===== config.mk =====
export PLATFORM = sky130hd
export DESIGN_NAME = cpu_step_ctrl
export DESIGN_NICKNAME = d
export VERILOG_FILES = /design/src/rtl/cpu_step_ctrl.sv
export SDC_FILE = /design/constraint.sdc
export NUM_CORES = 1
export LEC_CHECK = 0
export ABC_AREA = 1
export CORE_MARGIN = 1.5
export CORE_UTILIZATION = 69
export CTS_CLUSTER_DIAMETER = 50
export DETAILED_ROUTE_END_ITERATION = 10
export DONT_BUFFER_PORTS = 1
export GPL_TIMING_DRIVEN = 0
export PLACE_DENSITY = 0.86
export SLEW_MARGIN = 15
export SYNTH_ARGS = -nofsm -noshare
export SYNTH_HDL_FRONTEND = slang
export SYNTH_SLANG_ARGS = --single-unit

===== constraint.sdc =====
create_clock -name Clock -period 7.96 [get_ports Clock]
set_input_delay 1.592 -clock Clock [delete_from_list [all_inputs] [get_ports Clock]]
set_output_delay 1.592 -clock Clock [all_outputs]
set_load 0.1 [all_outputs]

===== src/rtl/cpu_step_ctrl.sv =====
// cpu_step_ctrl: execution sequencer producing the CPU's one-cycle Go enable (free run, turbo, halt, single-step).
// Define CPU_BREAKPOINT_EN to include the instruction-pointer breakpoint; otherwise BRK is unreachable.
module cpu_step_ctrl #(
  parameter int TICK_MAX  = 12500000,
  parameter int CNT_W     = 28,
  parameter int DB_CYCLES = 250000
) (
  input  logic       Clock,
  input  logic       Reset,
  input  logic       Turbo,
  input  logic [2:0] Btns,
  input  logic [7:0] IP,
  input  logic [7:0] BrkAddr,
  input  logic       HaltReq,
  output logic       Go,
  output logic       Running,
  output logic [1:0] State,
  output logic       BrkArmed
);

  typedef enum logic [1:0] {
    ST_HALT = 2'b00,
    ST_RUN  = 2'b01,
    ST_STEP = 2'b10,
    ST_BRK  = 2'b11
  } state_e;

  localparam int              DB_W     = $clog2(DB_CYCLES + 1);
  localparam logic [DB_W-1:0] DB_LAST  = DB_W'(DB_CYCLES - 1);
  localparam logic [CNT_W-1:0] CNT_LAST = CNT_W'(TICK_MAX);

  state_e state_q, state_d;
  logic   go_raw, skip_set, brk_hit;

  // Turbo switch synchroniser
  logic turbo_q1, turbo_s;

  // NOTE: sequential state uses non-blocking assignments so every flop samples pre-edge values.
  always_ff @(posedge Clock or posedge Reset) begin
    if (Reset) begin
      turbo_q1 <= 1'b0;
      turbo_s  <= 1'b0;
    end else begin
      turbo_q1 <= Turbo;
      turbo_s  <= turbo_q1;
    end
  end

  // Button conditioning: sync, debounce, rising-edge pulse
  logic [2:0]      btn_q1, btn_s, btn_prev, db_lvl, db_lvl_d, btn_p;
  logic [DB_W-1:0] db_cnt [3];
  logic            step_p, run_p, arm_p;

  // NOTE: the small per-button counter array is reset explicitly; it is a few flops, not a RAM.
  always_ff @(posedge Clock or posedge Reset) begin
    if (Reset) begin
      btn_q1   <= '0;
      btn_s    <= '0;
      btn_prev <= '0;
      db_lvl   <= '0;
      db_lvl_d <= '0;
      for (int i = 0; i < 3; i++) db_cnt[i] <= '0;
    end else begin
      btn_q1   <= Btns;
      btn_s    <= btn_q1;
      btn_prev <= btn_s;
      db_lvl_d <= db_lvl;
      for (int i = 0; i < 3; i++) begin
        if (btn_s[i] != btn_prev[i])
          db_cnt[i] <= '0;
        else if (db_cnt[i] == DB_LAST)
          db_lvl[i] <= btn_s[i];
        else
          db_cnt[i] <= db_cnt[i] + 1'b1;
      end
    end
  end

  assign btn_p  = db_lvl & ~db_lvl_d;
  assign step_p = btn_p[0];
  assign run_p  = btn_p[1];
  assign arm_p  = btn_p[2];

  // Slow-run prescaler; free-runs in every state
  logic [CNT_W-1:0] cnt;
  logic             tick, issue;

  always_ff @(posedge Clock or posedge Reset) begin
    if (Reset)
      cnt <= '0;
    else if (cnt == CNT_LAST)
      cnt <= '0;
    else
      cnt <= cnt + 1'b1;
  end

  assign tick  = (cnt == '0);
  assign issue = tick || turbo_s;

`ifdef CPU_BREAKPOINT_EN
  logic       armed_q, skip_q;
  logic [7:0] ip_prev;

  // skip lets the instruction at BrkAddr execute once after leaving BRK
  always_ff @(posedge Clock or posedge Reset) begin
    if (Reset) begin
      armed_q <= 1'b0;
      skip_q  <= 1'b0;
      ip_prev <= '0;
    end else begin
      ip_prev <= IP;
      if (arm_p)
        armed_q <= ~armed_q;
      if (skip_set)
        skip_q <= 1'b1;
      else if ((Go && (IP != BrkAddr)) || (IP != ip_prev))
        skip_q <= 1'b0;
    end
  end

  assign brk_hit  = armed_q && (IP == BrkAddr) && !skip_q;
  assign BrkArmed = armed_q;
`else
  logic unused_bp;
  assign unused_bp = ^{IP, BrkAddr, arm_p, skip_set};
  assign brk_hit   = 1'b0;
  assign BrkArmed  = 1'b0;
`endif

  always_ff @(posedge Clock or posedge Reset) begin
    if (Reset) state_q <= ST_RUN;
    else       state_q <= state_d;
  end

  // NOTE: every output of this block gets a default first so no latch is inferred.
  always_comb begin
    state_d  = state_q;
    go_raw   = 1'b0;
    skip_set = 1'b0;
    case (state_q)
      ST_RUN: begin
        go_raw = issue && !brk_hit && !HaltReq;
        if (HaltReq)              state_d = ST_HALT;
        else if (brk_hit && issue) state_d = ST_BRK;
        else if (run_p)           state_d = ST_HALT;
      end
      ST_HALT: begin
        if (step_p)     state_d = ST_STEP;
        else if (run_p) state_d = ST_RUN;
      end
      ST_STEP: begin
        go_raw  = 1'b1;
        state_d = ST_HALT;
      end
      ST_BRK: begin
        if (step_p) begin
          state_d  = ST_STEP;
          skip_set = 1'b1;
        end else if (run_p) begin
          state_d  = ST_RUN;
          skip_set = 1'b1;
        end
      end
      default: state_d = ST_RUN;
    endcase
  end

  // Reset masks Go asynchronously so an aborted step never issues
  assign Go      = go_raw && !Reset;
  assign Running = (state_q == ST_RUN);
  assign State   = state_q;

endmodule


==> results of run 1 <==
-- power breakdown --
group          total, mW  leakage (nW)  internal (mW)  switching [mW]
logic             0.0254          1.06        0.00633          0.0191
clock network      0.249        0.0821          0.118           0.132
registers          0.405          1.05          0.401         0.00393
total              0.679          2.19          0.525           0.155
-- per-stage QoR --
step	setup slack (ns)	utilization, %	instances
3_3_place_gp	0.814	74.2	652
2_1_floorplan	1.50	-	577
6_report	2.73	77.4	667
4_1_cts	2.71	77.4	667
3_5_place_dp	3.09	74.8	653
5_1_grt	2.64	77.4	667
-- placed cells by master, fill, tap and decap left out, types with 2 or more instances in the layout --
cell,Yosys,final
sky130_fd_sc_hd__nand2_1,118,118
sky130_fd_sc_hd__nor2_1,96,96
sky130_fd_sc_hd__inv_1,86,85
sky130_fd_sc_hd__dfrtp_1,77,77
sky130_fd_sc_hd__nand3_1,35,35
sky130_fd_sc_hd__nor3_1,25,25
sky130_fd_sc_hd__xor2_1,23,23
sky130_fd_sc_hd__o21ai_0,22,22
sky130_fd_sc_hd__nand4_1,21,21
sky130_fd_sc_hd__a21oi_1,17,16
sky130_fd_sc_hd__clkbuf_8,0,10
sky130_fd_sc_hd__nand2_2,8,8
sky130_fd_sc_hd__nor2_2,6,6
sky130_fd_sc_hd__nor3_2,6,6
sky130_fd_sc_hd__ha_1,6,6
sky130_fd_sc_hd__nor2_4,4,4
sky130_fd_sc_hd__inv_2,4,4
sky130_fd_sc_hd__clkbuf_1,1,3
sky130_fd_sc_hd__nand3_2,3,3
sky130_fd_sc_hd__a31oi_1,3,3
sky130_fd_sc_hd__buf_4,2,2
sky130_fd_sc_hd__clkinv_2,0,2
-- registers in the layout, summed over array words and instances, names as in the netlist, 2 cells and up --
name      count
db_lvl_d      2
btn_q1        2
cnt          28
btn_s         2
db_lvl        2
db_cnt       36
State         2
btn_prev      2
-- cell type report --
| class | instances | area share (%) |
|---|---|---|
| Buffer | 4 | 0.513 |
| Sequential cell | 78 | 42.1 |
| Clock buffer | 12 | 3.13 |
| Tap cell | 75 | 2.02 |
| Clock inverter | 2 | 0.216 |
| Timing Repair Buffer | 1 | 0.594 |
| Multi-Input combinational cell | 405 | 44.1 |
| Inverter | 90 | 7.34 |
-- path summary, 6_finish.rpt --
path	startpoint	end	depth (start not counted)
max in group asynchronous	Reset	State[0]$_DFFE_PP1P_	2
hold reg to reg	btn_q1[0]$_DFF_PP0_	btn_s[0]$_DFF_PP0_	0
setup / recovery	State[1]$_DFFE_PP0P_	Go	6
setup reg to reg	State[1]$_DFFE_PP0P_	State[1]$_DFFE_PP0P_	7
min in group asynchronous	Reset	cnt[3]$_DFF_PP0_	1
hold / removal	btn_q1[0]$_DFF_PP0_	btn_s[0]$_DFF_PP0_	0
-- logic make-up (layout without fill, tap and decap cells) --
group                    count (synthesis)  count (layout)  share of synthesized area (%)
AND/OR/NAND/NOR                        329             329                           34.9
adder cells (fa/ha/maj)                  6               6                           1.72
XOR/XNOR                                23              23                           4.63
AO/OA/AOI/OAI                           46              46                           5.52
other                                    1               1                         0.0861
buffers and inverters                   94             109                           8.30
flip-flops                              78              78                           44.9
-- routing by layer --
layer	GRT usage [%]	wire, um
met4	15.4	299
met1	36.7	3970
met5	0	0
met3	4.73	394
met2	56.3	4890
-- worst register-to-register path, cell delays in order (launching register included) --
cell and delay (ns):
sky130_fd_sc_hd__dfrtp_1 0.76, sky130_fd_sc_hd__inv_1 0.25, sky130_fd_sc_hd__ha_1 0.86, sky130_fd_sc_hd__inv_1 0.12, sky130_fd_sc_hd__nor2_1 0.24, sky130_fd_sc_hd__o22ai_1 0.18
sky130_fd_sc_hd__nand4_1 0.10, sky130_fd_sc_hd__o21ai_0 0.08
==> metrics.txt, run 1 <==
async set or reset register ratio after synthesis=100%; CP Cell Sequence=inv_1, ha_1, inv_1, nor2_1, nand2_1, a21oi_2; area of the die=~0.0068 sq mm; slack of the worst reg-to-reg path=5.25 ns; data arrival time of the critical path=approximately 3.6 ns; post-detail-place hpwl=around 7000 um; peak ir drop on the vdd network=roughly 0.15 mV; Vias=around 3700; filler cell count=roughly 450; worst clock skew on the final layout=roughly 0.0081 ns; sum of internal, switching and leakage power=0.679 mW; cell type of the slowest stage on the worst timing path=sky130_fd_sc_hd__a21oi_2; number of global-route vias before repair=3704; pwr/cell area=between 100 and 150 mW/mm^2; Resized cells post-CTS=0; Mean Syn Cell Area=between 7 and 8 sq um; worst slew pin tran=approximately 1.2 ns; share of layout cells above drive strength 1=8.95%; overall global routing resource usage=31.5%; number of library cell types mapped by synthesis=34; max-capacitance violation count=0; Core Rows=28; register bit total from synthesis=just under 80; Post-CTS Hold Buffers=0; post-synthesis to final-layout area growth=6.49%; width of the die=between 80 and 90 um; leading cell types by total area after synthesis=sky130_fd_sc_hd__dfrtp_1 (44%), sky130_fd_sc_hd__nand2_1 (10%), sky130_fd_sc_hd__nor2_1 (8.3%); outcome=completed; share of Yosys cell area claimed by the top area cell type=44.3%; wire length of the first global-routing pass=around 16000 um; clock latency at the later pin of the worst-skew pair=about 0.34 ns; global-route congestion overflow total=0; required time of the worst setup path=6.37 ns; cell taking the most area after synthesis=sky130_fd_sc_hd__dfrtp_1; area of the multi-input gates=around 0.0020 sq mm; most common flop cell mapped by yosys=sky130_fd_sc_hd__dfrtp_1; maximum fanout along the worst path=3; Max transition margin=18.6%; leakage power=2.19 nW; share of the yosys chip area belonging to registers=between 40% and 50%; vias per std cell=approximately 5.6; WL final=roughly 9600 um; number of instances in the synthesized netlist=between 500 and 600; sort of element at the end of the critical path=output port; post-synthesis instance area=approximately 0.0044 sq mm; maximum root-to-sink buffer count=2; family with the most delay on the worst path=compound AO/OA/AOI/OAI gates; initial cell density of the core=72.7%; most common library cells after synthesis=sky130_fd_sc_hd__nand2_1 (118), sky130_fd_sc_hd__nor2_1 (96), sky130_fd_sc_hd__inv_1 (86), sky130_fd_sc_hd__dfrtp_1 (77), sky130_fd_sc_hd__nand3_1 (35); post-route worst hold slack=between 0.3 and 0.4 ns; final hold violations=0; Non-Filler Cell Area, Final=about 0.0046 sq mm; class of the worst hold path=flop to flop; number of top-level design ports=28; clock tree root buffer cell=sky130_fd_sc_hd__clkbuf_8; type of element launching the critical path=flop; antenna diode count=0; total of warnings raised by yosys=0; weighted congestion reported at the end of routability-driven placement=0.997; CP max stage delay=~0.95 ns; Area after DPL=0.00448 sq mm; DR pass1 iterations=5; Post-synth EDFFs=0; post-CTS setup buffer count=0; final period utilization=65.7%; TritonCTS Sinks=around 80; CTS tree=done; final slew viol count=0; setup TNS after final layout=0 ns; I/O Buffers=0; number of buffer and inverter stages on the critical path=2; number of violations reported at the end of detailed-routing iteration 0=244; Setup-failing EPs final=0; height of the chip=82.4 um; type of the worst setup path=flop to output port; clock buffers created by TritonCTS=9; wire per inst=approximately 14 um; maximum number of pins on one net before global-route repair=64; setup repair after global routing missed its margin=no; f_max=~190 MHz; Core Region=about 0.006 sq mm; post-layout min period=~5.2 ns; syn nets=slightly above 600; clock transition at the register clock pins on the worst setup and hold paths after CTS=about 0.070 ns; H-tree depth=3; number of antenna violations at the first check in global routing=0; Antenna Violating Nets Remaining=0; most frequent cell after synthesis=sky130_fd_sc_hd__nand2_1; DRC violations left=0; post-layout net count=approximately 620; register area=about 0.0020 sq mm; most repeated library cell on the critical path=sky130_fd_sc_hd__inv_1
(Power assumes the default switching activity.)
==> inputs of run 2 (changes only) <==
- CORE_UTILIZATION: 69 -> 64
- PLACE_DENSITY: 0.86 -> 0.81
- clock period: 7.96 -> 5.37 ns (I/O delays scaled with it)
==> run 2 against run 1 <==
Critical path depth unchanged. Clock skew up 0.00056 ns. Worst setup slack worse by 2.0 ns. Highest routed layer unchanged. Sequential share of layout area down 0.58 points. Via count up 0.81%. Largest cell class unchanged. Sequential power up 48%. Combinational power up 52%.
==> metrics.txt, run 2 (synthesized netlist as in run 1, its figures left out) <==
worst slew pin tran=1.23 ns; vias per std cell=about 5.6; type of element launching the critical path=flop; Post-Route Utilization=between 70% and 80%; filler cell count=between 500 and 600; CP Cell Sequence=inv_1, ha_1, inv_1, nor2_1, nand2_1, a21oi_2; wire per inst=about 14 um; share of layout cells above drive strength 1=under 10%; Setup-failing EPs final=0; CP max stage delay=0.96 ns; class of the worst hold path=flop to flop; setup repair after global routing missed its margin=no; pwr/cell area=233 mW/mm^2; number of antenna violations at the first check in global routing=0; maximum number of pins on one net before global-route repair=35; setup TNS after final layout=0 ns; global-route congestion overflow total=0; maximum fanout along the worst path=3; leading cell types in the layout, fill and taps excluded=sky130_fd_sc_hd__nand2_1 (118), sky130_fd_sc_hd__nor2_1 (96), sky130_fd_sc_hd__inv_1 (85), sky130_fd_sc_hd__dfrtp_1 (77), sky130_fd_sc_hd__nand3_1 (35); post-layout net count=around 620; Vias=3738; clock latency at the later pin of the worst-skew pair=0.36 ns; weighted congestion reported at the end of routability-driven placement=0.934; number of flip-flops in the largest register=36; height of the chip=85.5 um; clock buffers created by TritonCTS=9; Regs by FF count=db_cnt (36), cnt (28); data arrival time of the critical path=3.57 ns; cell type of the slowest stage on the worst timing path=sky130_fd_sc_hd__a21oi_2; final period utilization=between 80% and 90%; Core Region=approximately 0.0065 sq mm; Resized cells post-CTS=0; post-synthesis to final-layout area growth=7.99%; Max transition margin=18.4%; antenna diode count=0; final slew viol count=0; initial cell density of the core=between 60% and 70%; number of global-route vias before repair=3734; f_max=~220 MHz; type of the worst setup path=flop to output port; Core Rows=29; width of the die=approximately 85 um; most repeated library cell on the critical path=sky130_fd_sc_hd__inv_1; sort of element at the end of the critical path=output port; Post-CTS Hold Buffers=0; family with the most delay on the worst path=compound AO/OA/AOI/OAI gates; final hold violations=0; Antenna Violating Nets Remaining=0; DR pass1 iterations=5; wire length of the first global-routing pass=16400 um; most common cell after layout, fill and taps aside=sky130_fd_sc_hd__nand2_1; outcome=completed; number of top-level design ports=28; count of non-filler cells in the finished layout=approximately 670; post-layout min period=between 4 and 5 ns; worst clock skew on the final layout=approximately 0.0086 ns; maximum root-to-sink buffer count=2; clock tree root buffer cell=sky130_fd_sc_hd__clkbuf_8; H-tree depth=3; post-detail-place hpwl=between 6000 and 7000 um; max-capacitance violation count=0; peak ir drop on the vdd network=0.209 mV; required time of the worst setup path=~4.3 ns; WL final=about 9000 um; CTS tree=done; I/O Buffers=0; # placed instances=~660; leakage power=~2.2 nW; DRC violations left=0; area of the die=0.00731 sq mm; Top reg by flops=db_cnt; overall global routing resource usage=28.5%; clock transition at the register clock pins on the worst setup and hold paths after CTS=around 0.070 ns; number of buffer and inverter stages on the critical path=2; sum of internal, switching and leakage power=approximately 1.1 mW; TritonCTS Sinks=78; number of violations reported at the end of detailed-routing iteration 0=250; register area=approximately 0.002 sq mm; post-CTS setup buffer count=0; area of the multi-input gates=just over 0.002 sq mm
run 2: routing by layer:
metal / GRT usage [%] / part of all wire, % / vias up / wire (um)
met5: 0 / 0 / - / 0
met4: 16.9 / 3.3 / 0 / 303
met3: 6.52 / 6.4 / 33 / 590
met2: 45.1 / 47 / 127 / 4300
met1: 35.8 / 43 / 1725 / 3990
li1: - / - / 1853 / -
run 2: layout make-up:
cell class	count	area share, %
clock inverters	3	0.958
repair buffers	2	0.852
multi-input cells	405	43.5
clock buffers	13	3.38
well taps	77	2.05
plain buffers	4	0.506
inverters	90	7.26
flip-flops and latches	78	41.5
run 2: path summary, 6_finish.rpt:
kind,end,slack [ns],start,cells past startpoint
setup / recovery,Go,0.72,State[1]$_DFFE_PP0P_,6
hold / removal,turbo_s$_DFF_PP0_,0.35,turbo_q1$_DFF_PP0_,0
setup reg to reg,State[1]$_DFFE_PP0P_,2.74,State[1]$_DFFE_PP0P_,7
hold reg to reg,turbo_s$_DFF_PP0_,0.35,turbo_q1$_DFF_PP0_,0
max in group asynchronous,State[0]$_DFFE_PP1P_,4.00,Reset,3
min in group asynchronous,db_cnt[32]$_DFFE_PP0N_,0.59,Reset,1
run 2: power by group:
group          internal, mW  total (mW)  switching, mW
registers             0.594       0.600        0.00563
logic                0.0102      0.0387         0.0285
clock network         0.241       0.457          0.216
total                 0.845        1.10          0.250
run 2: stage by stage:
step	area (sq um)	setup slack, ns	hold WS [ns]
finish	4700	0.721	0.351
global route	4700	0.591	0.356
CTS	4700	0.688	0.355
detailed placement	4500	1.09	0.336
global placement	4450	0.405	0.333
floorplan	4360	0.786	0.331
